File: config.mk
export PLATFORM = sky130hd
export DESIGN_NAME = xs3_to_bcd_serial
export DESIGN_NICKNAME = d
export VERILOG_FILES = /design/src/rtl/xs3_pkg.sv /design/src/rtl/xs3_digit_dec.sv /design/src/rtl/xs3_to_bcd_serial.sv
export SDC_FILE = /design/constraint.sdc
export NUM_CORES = 1
export LEC_CHECK = 0
export ABC_AREA = 1
export CELL_PAD_IN_SITES_DETAIL_PLACEMENT = 0
export CELL_PAD_IN_SITES_GLOBAL_PLACEMENT = 1
export CORE_ASPECT_RATIO = 1.2
export CORE_UTILIZATION = 48
export CTS_CLUSTER_SIZE = 20
export DETAILED_ROUTE_END_ITERATION = 10
export DONT_BUFFER_PORTS = 1
export PLACE_DENSITY = 0.91
export REMOVE_ABC_BUFFERS = 1
export SKIP_CTS_REPAIR_TIMING = 1
export SYNTH_ARGS = -nofsm -noshare
export SYNTH_HDL_FRONTEND = slang
export SYNTH_SLANG_ARGS = --single-unit
File: constraint.sdc
create_clock -name clk -period 3.5 [get_ports clk]
set_input_delay 0.7 -clock clk [delete_from_list [all_inputs] [get_ports clk]]
set_output_delay 0.7 -clock clk [all_outputs]
set_load 0.02 [all_outputs]
File: src/rtl/xs3_pkg.sv
// Shared definitions for the excess-3 serial decoder (and the future serial encoder).
package xs3_pkg;

  typedef enum logic [1:0] {
    IDLE = 2'd0,
    CONV = 2'd1,
    DONE = 2'd2
  } state_t;

  localparam logic [3:0] XS3_OFFSET = 4'd3;
  localparam logic [3:0] XS3_MIN    = 4'd3;
  localparam logic [3:0] XS3_MAX    = 4'd12;

endpackage

File: src/rtl/xs3_digit_dec.sv
// Single-digit excess-3 to BCD decode; illegal codes give 0 and raise err.
module xs3_digit_dec
  import xs3_pkg::*;
(
  input  logic [3:0] xs3,
  output logic [3:0] bcd,
  output logic       err
);

  // Legal range is 0x3..0xC; anything outside is flagged and zeroed.
  always_comb begin
    err = (xs3 < XS3_MIN) || (xs3 > XS3_MAX);
    bcd = err ? 4'd0 : (xs3 - XS3_OFFSET);
  end

endmodule

File: src/rtl/xs3_to_bcd_serial.sv
// Serial excess-3 to BCD decoder: one digit per clock, LSD first,
// valid/ready on both sides, per-digit illegal-code mask.
//
// state | meaning
// IDLE  | waiting for a word, in_ready high
// CONV  | decoding digit cnt from the shift register low nibble
// DONE  | result presented, waiting for out_ready
module xs3_to_bcd_serial
  import xs3_pkg::*;
#(
  parameter int DIGITS = 4
) (
  input  logic                clk,
  input  logic                rst_n,
  input  logic                in_valid,
  output logic                in_ready,
  input  logic [4*DIGITS-1:0] in_xs3,
  output logic                out_valid,
  input  logic                out_ready,
  output logic [4*DIGITS-1:0] out_bcd,
  output logic                out_err,
  output logic [DIGITS-1:0]   out_err_mask
);

  localparam int W  = 4 * DIGITS;
  localparam int CW = (DIGITS > 1) ? $clog2(DIGITS) : 1;

  state_t            state;
  state_t            state_next;
  logic [W-1:0]      shift_reg;
  logic [CW-1:0]     cnt;
  logic [W-1:0]      bcd_acc;
  logic [DIGITS-1:0] mask_acc;
  logic [W-1:0]      bcd_out;
  logic [DIGITS-1:0] mask_out;
  logic [W-1:0]      bcd_upd;
  logic [DIGITS-1:0] mask_upd;
  logic [3:0]        dig_bcd;
  logic              dig_err;
  logic              last_digit;

  xs3_digit_dec u_dec (
    .xs3 (shift_reg[3:0]),
    .bcd (dig_bcd),
    .err (dig_err)
  );

  assign last_digit = (cnt == CW'(DIGITS - 1));

  // State register.
  always_ff @(posedge clk) begin
    if (!rst_n) state <= IDLE;
    else        state <= state_next;
  end

  // Next-state and handshake decode.
  always_comb begin
    state_next = state;
    in_ready   = 1'b0;
    out_valid  = 1'b0;
    case (state)
      IDLE: begin
        in_ready = 1'b1;
        if (in_valid) state_next = CONV;
      end
      CONV: begin
        if (last_digit) state_next = DONE;
      end
      DONE: begin
        out_valid = 1'b1;
        if (out_ready) state_next = IDLE;
      end
      default: state_next = IDLE;
    endcase
  end

  // Accumulators with the current digit dropped into slot cnt.
  always_comb begin
    bcd_upd                   = bcd_acc;
    mask_upd                  = mask_acc;
    bcd_upd[{cnt, 2'b00} +: 4] = dig_bcd;
    mask_upd[cnt]             = dig_err;
  end

  // Datapath: capture, shift/accumulate, and publish the full result on the last digit
  // so the outputs keep the previous word until the new one is complete.
  always_ff @(posedge clk) begin
    if (!rst_n) begin
      shift_reg <= '0;
      cnt       <= '0;
      bcd_acc   <= '0;
      mask_acc  <= '0;
      bcd_out   <= '0;
      mask_out  <= '0;
    end else begin
      case (state)
        IDLE: begin
          if (in_valid) begin
            shift_reg <= in_xs3;
            cnt       <= '0;
            bcd_acc   <= '0;
            mask_acc  <= '0;
          end
        end
        CONV: begin
          shift_reg <= shift_reg >> 4;
          bcd_acc   <= bcd_upd;
          mask_acc  <= mask_upd;
          if (last_digit) begin
            bcd_out  <= bcd_upd;
            mask_out <= mask_upd;
          end else begin
            cnt <= cnt + CW'(1);
          end
        end
        default: ;
      endcase
    end
  end

  assign out_bcd      = bcd_out;
  assign out_err_mask = mask_out;
  assign out_err      = |mask_out;

endmodule
# ---- Word level (Yosys, flattened, before mapping)
# Cells that the tools add are included.
dict set report word_totals {
  word_cells 52
  reg_bits 60
  inputBits 20
  output_inout_bits 23
}
dict set report classes {
  reduce_logical 9
  addsub 3
  eq_ne 7
  magnitude_cmp 4
  muxes 20
  shift 2
}
# operator n
set ops {}
lappend ops {{$pmux W16 S2} 2}
lappend ops {{$mux W16} 2}
lappend ops {{$bwmux W16} 1}
lappend ops {{$shift A4 B6 Y16 const A} 1}
lappend ops {{$shiftx A4 B6 Y16} 1}
lappend ops {{$mux W2} 5}
lappend ops {{$mux W4} 2}
lappend ops {{$ne A2 B2 Y1 const B} 4}
lappend ops {{$pmux W4 S2} 1}
lappend ops {{$neg A4 Y6} 1}
lappend ops {{$pmux W2 S3} 1}
lappend ops {{$reduce_and A3 Y1} 2}
lappend ops {{$bwmux W4} 1}
lappend ops {{$eq A2 B2 Y1 const B} 2}
lappend ops {{$gt A4 B4 Y1 const B} 1}
lappend ops {{$lt A4 B2 Y1 const B} 1}
lappend ops {{$pmux W2 S2} 1}
lappend ops {{$reduce_and A2 Y1} 2}
lappend ops {{$reduce_or A4 Y1} 1}
lappend ops {{$sub A4 B2 Y4 const B} 1}
lappend ops {{$lt A2 B3 Y1 const B} 1}
lappend ops {{$mux W1} 3}
lappend ops {{$add A2 B1 Y2 const B} 1}
lappend ops {{$demux W1 S2} 1}
lappend ops {{other kinds (6)} 6}

# ---- Logic depth before layout (Yosys ltp)
# Gate-level depths: netlist (run 1).
dict set report logic_depth {
  depth_word 6
  ltp_mapped 10
  depth_no_buf 10
}

# ---- By module
# A second synthesis (run 1) with hierarchy kept.
dict set report hier_totals {
  cells_unflattened 428
  hier_area_um2 2856.5
}
# mod instances seq_area_each_um2 cells_each area_each_um2
set by_module_without_submodules {}
lappend by_module_without_submodules {xs3_to_bcd_serial 1 1181.1 408 2725.1}
lappend by_module_without_submodules {xs3_digit_dec 1 0.0 20 131.4}

# ---- Least setup slack after synthesis (run 1)
# Ideal clock, no wire load.
dict set report synth_timing {
  path_type {reg2out}
  from {reg mask_out[0], in the netlist out_err_mask[0]}
  to {out out_err}
  path_buffers 0
  required_ns 2.800
  t_arrival_ns 1.012
  path_stages_with_launch 2
  path_slack_ns 1.788
  path_cell_list {dfxtp_1 > or4_1}
}
dict set report synth_between {
  elab_chain_len 1
}
# element line
set synth_rtl {}
lappend synth_rtl {{start: declaration} xs3_to_bcd_serial.sv:35} ;# logic [DIGITS-1:0] mask_out;
lappend synth_rtl {{start signal: assignment} xs3_to_bcd_serial.sv:111} ;# mask_out <= mask_upd;
lappend synth_rtl {{$reduce_or A4 Y1} xs3_to_bcd_serial.sv:123} ;# assign out_err = |mask_out;
lappend synth_rtl {{end: declaration} xs3_to_bcd_serial.sv:21} ;# output logic out_err,
# Every way passes these cells.

# ---- Final worst setup path (run 1)
# Same ends and word-level chain as after synthesis.

==> parameters.txt, run 1 <==
Parameter                              Value

Routing
  Routed Antenna Nets ... 0
  Detailed-route wire length per cell ... 12.7 um
  Detailed-route wire length ... 5610 um
  Via density per instance ... 5.18
  First-pass iteration count of the detailed router ... 5
  Final routed DRC violation total ... 0
  Via total after detailed routing ... 2291
  Detailed Route Iter0 Violations ... 163

Critical path
  Startpoint of the worst register-to-register path ... cnt[0]$_SDFFE_PN0P_
  Type of the setup path with the least slack ... reg -> out
  Ordered list of cells on the worst path ... or4_1
  Capture point of the worst reg-to-reg path ... bcd_acc[3]$_SDFFE_PN0P_
  Critical-path maximum fanout ... 3
  Worst Setup Start Kind ... flop
  Critical-path cell with the highest stage delay ... or4_1
  Total number of cells along the worst setup path ... 1
  Required time worst endpoint ... 2.80 ns
  Cell class contributing the biggest share of worst-path delay ... simple AND/OR/NAND/NOR gates
  Worst-case register-to-register setup slack ... 1.46 ns
  Highest cell delay on the worst timing path ... 0.67 ns
  Critical Path Source ... out_err_mask[0]$_SDFFE_PN0P_
  Crit path buf inv count ... 0
  Arrival time at the worst endpoint ... 1.41 ns
  R2R depth ... 7
  Critical Path End Type ... primary output
  Capture point of the critical path ... out_err

Floorplan
  Horiz. Die Dim ... 70.2 um
  Starting Density ... 50.3%
  Cell Rows ... 29
  Io pins ... 43
  CORE AREA ... 0.00533 mm2
  Overall die height ... 83.9 um
  Area of the die ... 0.00589 mm2

Timing
  Max-slew violation total from the final report ... 0
  Post-route fraction of the period consumed by the critical path ... 60.1%
  Total count of hold-check failures in the final report ... 0
  Final setup viols ... 0
  Setup TNS Final ... 0 ns
  Actual slew at the worst max-slew pin ... 0.585 ns
  Slew HR ... 61.0%
  Worst Slack Setup Final ... 1.39 ns
  Setup repair after global routing missed its margin ... no
  Peak clock frequency supported by timing ... 0.475 GHz
  Hold Slack ... 0.461 ns
  Min Tclk post-route ... 2.11 ns
  Worst Clk Skew ... 0.00786 ns

Synth
  Flip-flop and latch count after synthesis ... 59
  Average footprint of a synthesized cell ... 7.06 um2
  Number of instances in the synthesized netlist ... 380
  Number of distinct standard cells referenced by the synthesized netlist ... 24
  Number of synthesis warnings ... 0
  Sequential element share of the synthesized area ... 44.1%
  Post-synthesis instance area ... 0.00268 mm2

Clock network
  CTS Buf Count ... 9
  Root buffer cell ... clkbuf_8
  Level count of the clock H-tree ... 3
  Clock latency reported for the late side of the worst-skew pair ... 0.35 ns
  CTS tree ... built
  Clock sinks ... 59
  Clock Pin Slew Worst Setup and Hold Paths ... 0.07 ns
  Clock Path Buffers ... 2

Final layout
  FF/Latch Area ... 0.00118 mm2
  Area growth from synthesis to layout ... 8.77%
  Share of layout cells above drive strength 1 ... 7.89%
  Number of inserted filler cells in the final layout ... 544
  Antenna diode instance count ... 0
  Total number of nets in the final design ... 402
  Area of combinational cells with multiple inputs ... 0.00127 mm2

GRT
  Remaining global-route overflow ... 0
  Number of global-route vias before repair ... 2176
  Global-route wire length before repair ... 9800 um
  Global router's overall resource usage ... 21.1%
  Antenna violations before repair ... 0
  Pin count of the biggest net entering global routing ... 33

Place
  Count of buffers inserted at the top-level ports ... 0
  DP Wirelength ... 3710 um
  Final weighted congestion of routability-driven global placement ... 0.755
  DP Worst Slack ... 1.47 ns

Power
  Cell leakage power ... 1.28 nW
  Power per cell area ... 542 mW/mm2
  Worst-case vdd ir drop ... 0.317 mV
  Post-route total power ... 1.58 mW

Worst hold path
  HP Class ... reg -> reg

Job
  Count of maximum capacitance violations ... 0

Run status
  Run status ... completed
## per-stage QoR
stage / utilization, % / cell area [um2] / std cells
after floorplan: - / 2590 / 360
after global placement: 50.6 / 2700 / 426
after detailed placement: 50.6 / 2700 / 426
after CTS: 54.7 / 2920 / 442
after global routing: 54.7 / 2920 / 442
final: 54.7 / 2920 / 442
## worst min path at each step
stage	start	endpoint	slack, ns	depth (start not counted)
detailed placement	bcd_acc[3]$_SDFFE_PN0P_	bcd_acc[3]$_SDFFE_PN0P_	0.46	2
finish	shift_reg[14]$_SDFFE_PN0P_	shift_reg[14]$_SDFFE_PN0P_	0.46	2
global placement	shift_reg[13]$_SDFFE_PN0P_	shift_reg[13]$_SDFFE_PN0P_	0.45	2
floorplan	shift_reg[15]$_SDFFE_PN0P_	shift_reg[15]$_SDFFE_PN0P_	0.44	2
global route	rst_n	shift_reg[2]$_SDFFE_PN0P_	0.48	2
CTS	shift_reg[14]$_SDFFE_PN0P_	shift_reg[14]$_SDFFE_PN0P_	0.47	2
## placed cells by master, fill, tap and decap left out, types with 2 or more instances in the layout
| cell | Yosys | routed |
|---|---|---|
| inv_2 | 3 | 3 |
| clkinvlp_4 | 0 | 3 |
| o22ai_1 | 12 | 12 |
| inv_1 | 35 | 35 |
| clkbuf_8 | 0 | 9 |
| nor2_1 | 43 | 43 |
| buf_4 | 1 | 4 |
| nand2_1 | 100 | 100 |
| a31oi_1 | 4 | 4 |
| dfxtp_1 | 59 | 59 |
| nand3_1 | 7 | 7 |
| nor3_1 | 3 | 3 |
| o21ai_0 | 31 | 31 |
| bufinv_16 | 0 | 2 |
| a21oi_1 | 41 | 41 |
| clkinv_2 | 0 | 2 |
| nand4_1 | 4 | 4 |
| o21ai_1 | 2 | 2 |
| nor2_4 | 4 | 4 |
| ha_1 | 7 | 7 |
## per-layer routing
metal / track usage [%] / share of wire [%]
met5: 0 / 0
met4: 11.5 / 2.2
met3: 4.35 / 2.8
met2: 34.2 / 48
met1: 26.0 / 47
## power by group
part	internal, mW	switching [mW]	total, mW
Combinational	0.0556	0.128	0.184
Sequential	0.698	0.0220	0.720
Clock	0.397	0.279	0.676
Total	1.15	0.429	1.58
## synth_stat cells
cell,number,area share (%)
buf_4,1,0.28
o21ai_0,31,5.8
nand2_1,100,14
nor2_4,4,1.7
o22ai_1,12,2.8
a21oi_1,41,7.7
dfxtp_1,59,44
nor2_1,43,6.0
ha_1,7,3.3
xor2_1,1,0.33
nor3_1,3,0.56
nand3b_4,1,0.75
nor2_2,1,0.23
o21ai_1,2,0.37
or4_1,1,0.28
nand4_1,4,0.93
inv_1,35,4.9
inv_2,3,0.42
nand2_4,1,0.42
nand3_1,7,1.3
buf_2,8,1.5
buf_1,3,0.42
a31oi_1,4,0.93
clkbuf_1,8,1.1
## layout make-up
cell class,instances,share of cell area (%)
clock buffer,9,4.25
clock inverter,7,3.17
inverter,38,4.89
multi-input combinational,263,43.5
sequential,59,40.5
tap,62,2.66
timing repair buffer,4,1.03
## kinds of logic (layout without fill, tap and decap cells)
group	Yosys count	count (layout)	share of synthesized area (%)
xor gates and xnor gates	1	1	0.327
DFF	59	59	44.1
and+or+nand+nor	165	165	26.2
AOI/OAI and AO/OA	90	90	17.5
buffers and inverters	58	58	8.63
adders and majority gates	7	7	3.27
## worst reg2reg max path: cells and delay by family (launching register included)
family                   cells  cell delay, ns
AO/OA/AOI/OAI                1            0.12
buffers and inverters        1            0.15
AND/OR/NAND/NOR              4            0.69
flip-flops                   1            0.61
adder cells (fa/ha/maj)      1            0.40
No activity file was read; power rests on OpenSTA's default activity.
==> run 2, diff against run 1 <==
- CORE_UTILIZATION: 48 -> 44
- PLACE_DENSITY: 0.91 -> 0.85
- clock period: 3.5 -> 1.95 ns (I/O delays scaled with it)
==> run 2 against run 1 <==
  * Non-clock buffer count up 4
  * Core utilization down 4.0 points
  * Wire length up 5.7%
  * Worst hold slack worse by 0.28 ns
  * Combinational power up 95%
  * First-iteration DRC count down 24%
  * Critical endpoint unchanged
  * Critical path depth unchanged
  * Sequential share of layout area down 0.21 points
  * Sequential cell count unchanged
==> parameters.txt, run 2 (synthesized netlist as in run 1, its figures left out) <==
Parameter                              Value

Run status
  Run status ... completed

Timing
  Setup repair after global routing missed its margin ... yes
  Min Tclk post-route ... 1.77 ns
  Total count of hold-check failures in the final report ... 0
  Post-route fraction of the period consumed by the critical path ... 90.9%
  Slew HR ... 58.1%
  Peak clock frequency supported by timing ... 0.564 GHz
  Worst Clk Skew ... 0.00666 ns
  Final setup viols ... 0
  Max-slew violation total from the final report ... 0
  Actual slew at the worst max-slew pin ... 0.628 ns
  Setup TNS Final ... 0 ns

Floorplan
  Io pins ... 43
  Overall die height ... 87.5 um
  Area of the die ... 0.00641 mm2
  Horiz. Die Dim ... 73.3 um
  Cell Rows ... 30
  CORE AREA ... 0.00578 mm2
  Starting Density ... 46.4%

Final layout
  Area growth from synthesis to layout ... 9.33%
  Total number of nets in the final design ... 407
  Most frequent cells in the layout ... nand2_1 (100), dfxtp_1 (59), nor2_1 (43), a21oi_1 (41), inv_1 (35)
  Most common cell after layout, fill and taps aside ... nand2_1
  Number of inserted filler cells in the final layout ... 608
  Area of combinational cells with multiple inputs ... 0.00127 mm2
  Share of layout cells above drive strength 1 ... 8.31%
  FF/Latch Area ... 0.00118 mm2
  Antenna diode instance count ... 0
  End-of-flow core utilization ... 50.7%

Critical path
  Required time worst endpoint ... 1.56 ns
  Total number of cells along the worst setup path ... 1
  Crit path buf inv count ... 0
  Critical-path cell with the highest stage delay ... or4_1
  Capture point of the worst reg-to-reg path ... out_bcd[12]$_SDFFE_PN0P_
  Arrival time at the worst endpoint ... 1.38 ns
  Capture point of the critical path ... out_err
  R2R depth ... 7
  Type of the setup path with the least slack ... reg -> out
  Highest cell delay on the worst timing path ... 0.67 ns
  Ordered list of cells on the worst path ... or4_1
  Critical Path End Type ... primary output
  Critical-path maximum fanout ... 3
  Worst Setup Start Kind ... flop
  Critical Path Source ... out_err_mask[0]$_SDFFE_PN0P_
  Startpoint of the worst register-to-register path ... cnt[0]$_SDFFE_PN0P_
  Worst-case register-to-register setup slack ... 0.20 ns
  Cell class contributing the biggest share of worst-path delay ... simple AND/OR/NAND/NOR gates

Worst hold path
  HP Class ... in -> reg
  Depth of the worst hold-timing path ... 2

GRT
  Antenna violations before repair ... 0
  Remaining global-route overflow ... 0
  Pin count of the biggest net entering global routing ... 33
  Number of global-route vias before repair ... 2077
  Global-route wire length before repair ... 9820 um
  Global router's overall resource usage ... 20.5%

Place
  DP Wirelength ... 3870 um
  Final weighted congestion of routability-driven global placement ... 0.820
  Count of buffers inserted at the top-level ports ... 0

Power
  Power per cell area ... 898 mW/mm2
  Worst-case vdd ir drop ... 0.494 mV
  Post-route total power ... 2.63 mW
  Cell leakage power ... 1.29 nW

Clock network
  Clock latency reported for the late side of the worst-skew pair ... 0.34 ns
  CTS Buf Count ... 9
  Clock Pin Slew Worst Setup and Hold Paths ... 0.06 ns
  Level count of the clock H-tree ... 3
  Clock Path Buffers ... 2
  Root buffer cell ... clkbuf_8
  CTS tree ... built
  Clock sinks ... 59

Routing
  Via total after detailed routing ... 2330
  Final routed DRC violation total ... 0
  Detailed Route Iter0 Violations ... 124
  First-pass iteration count of the detailed router ... 4
  Detailed-route wire length per cell ... 12.8 um
  Detailed-route wire length ... 5930 um
  Via density per instance ... 5.01
  Routed Antenna Nets ... 0

Job
  Count of maximum capacitance violations ... 0
==> run 2: changes by cell type in the layout (fill, tap and decap cells not counted) <==
cell / delta
buf_4: +4
clkbuf_1: +3
clkinvlp_4: -3
bufinv_16: -2
clkbuf_8: +2
nor2_2: +1
==> run 2: layout make-up <==
class | instances | area share (%)
Timing Repair Buffer | 8 | 2.05
Sequential cell | 59 | 40.3
Multi-Input combinational cell | 264 | 43.5
Clock inverter | 2 | 0.341
Inverter | 38 | 4.87
Tap cell | 80 | 3.41
Clock buffer | 14 | 5.55
==> run 2: layer usage <==
layer	track usage, %	wire [um]	up-vias
met5	0	0	-
met4	12.3	136	0
met3	4.63	289	12
met2	32.8	2750	62
met1	25.0	2760	1030
li1	-	-	1226
==> run 2: how the worst min path moves through the flow <==
stage / from / to / slack [ns]
after floorplan: shift_reg[15]$_SDFFE_PN0P_ / shift_reg[15]$_SDFFE_PN0P_ / 0.44
after global placement: bcd_acc[0]$_SDFFE_PN0P_ / bcd_acc[0]$_SDFFE_PN0P_ / 0.45
after detailed placement: bcd_acc[14]$_SDFFE_PN0P_ / bcd_acc[14]$_SDFFE_PN0P_ / 0.46
after CTS: rst_n / shift_reg[0]$_SDFFE_PN0P_ / 0.16
after global routing: rst_n / shift_reg[4]$_SDFFE_PN0P_ / 0.18
final: rst_n / shift_reg[0]$_SDFFE_PN0P_ / 0.18
==> run 2: through the flow <==
| stage | hold WS (ns) | setup slack, ns | instance area, um2 | cells |
|---|---|---|---|---|
| 2_1_floorplan | 0.441 | -0.335 | 2590 | 360 |
| 3_3_place_gp | 0.452 | 0.113 | 2750 | 448 |
| 3_5_place_dp | 0.457 | 0.0321 | 2750 | 448 |
| 4_1_cts | 0.165 | 0.0263 | 2930 | 464 |
| 5_1_grt | 0.176 | -0.0894 | 2930 | 465 |
| 6_report | 0.178 | 0.177 | 2930 | 465 |
==> run 2: report_power, final <==
| group | total [mW] | leakage (nW) | switching, mW | internal (mW) |
|---|---|---|---|---|
| Combinational | 0.359 | 0.719 | 0.246 | 0.113 |
| Sequential | 1.29 | 0.480 | 0.0328 | 1.25 |
| Clock | 0.990 | 0.0905 | 0.462 | 0.527 |
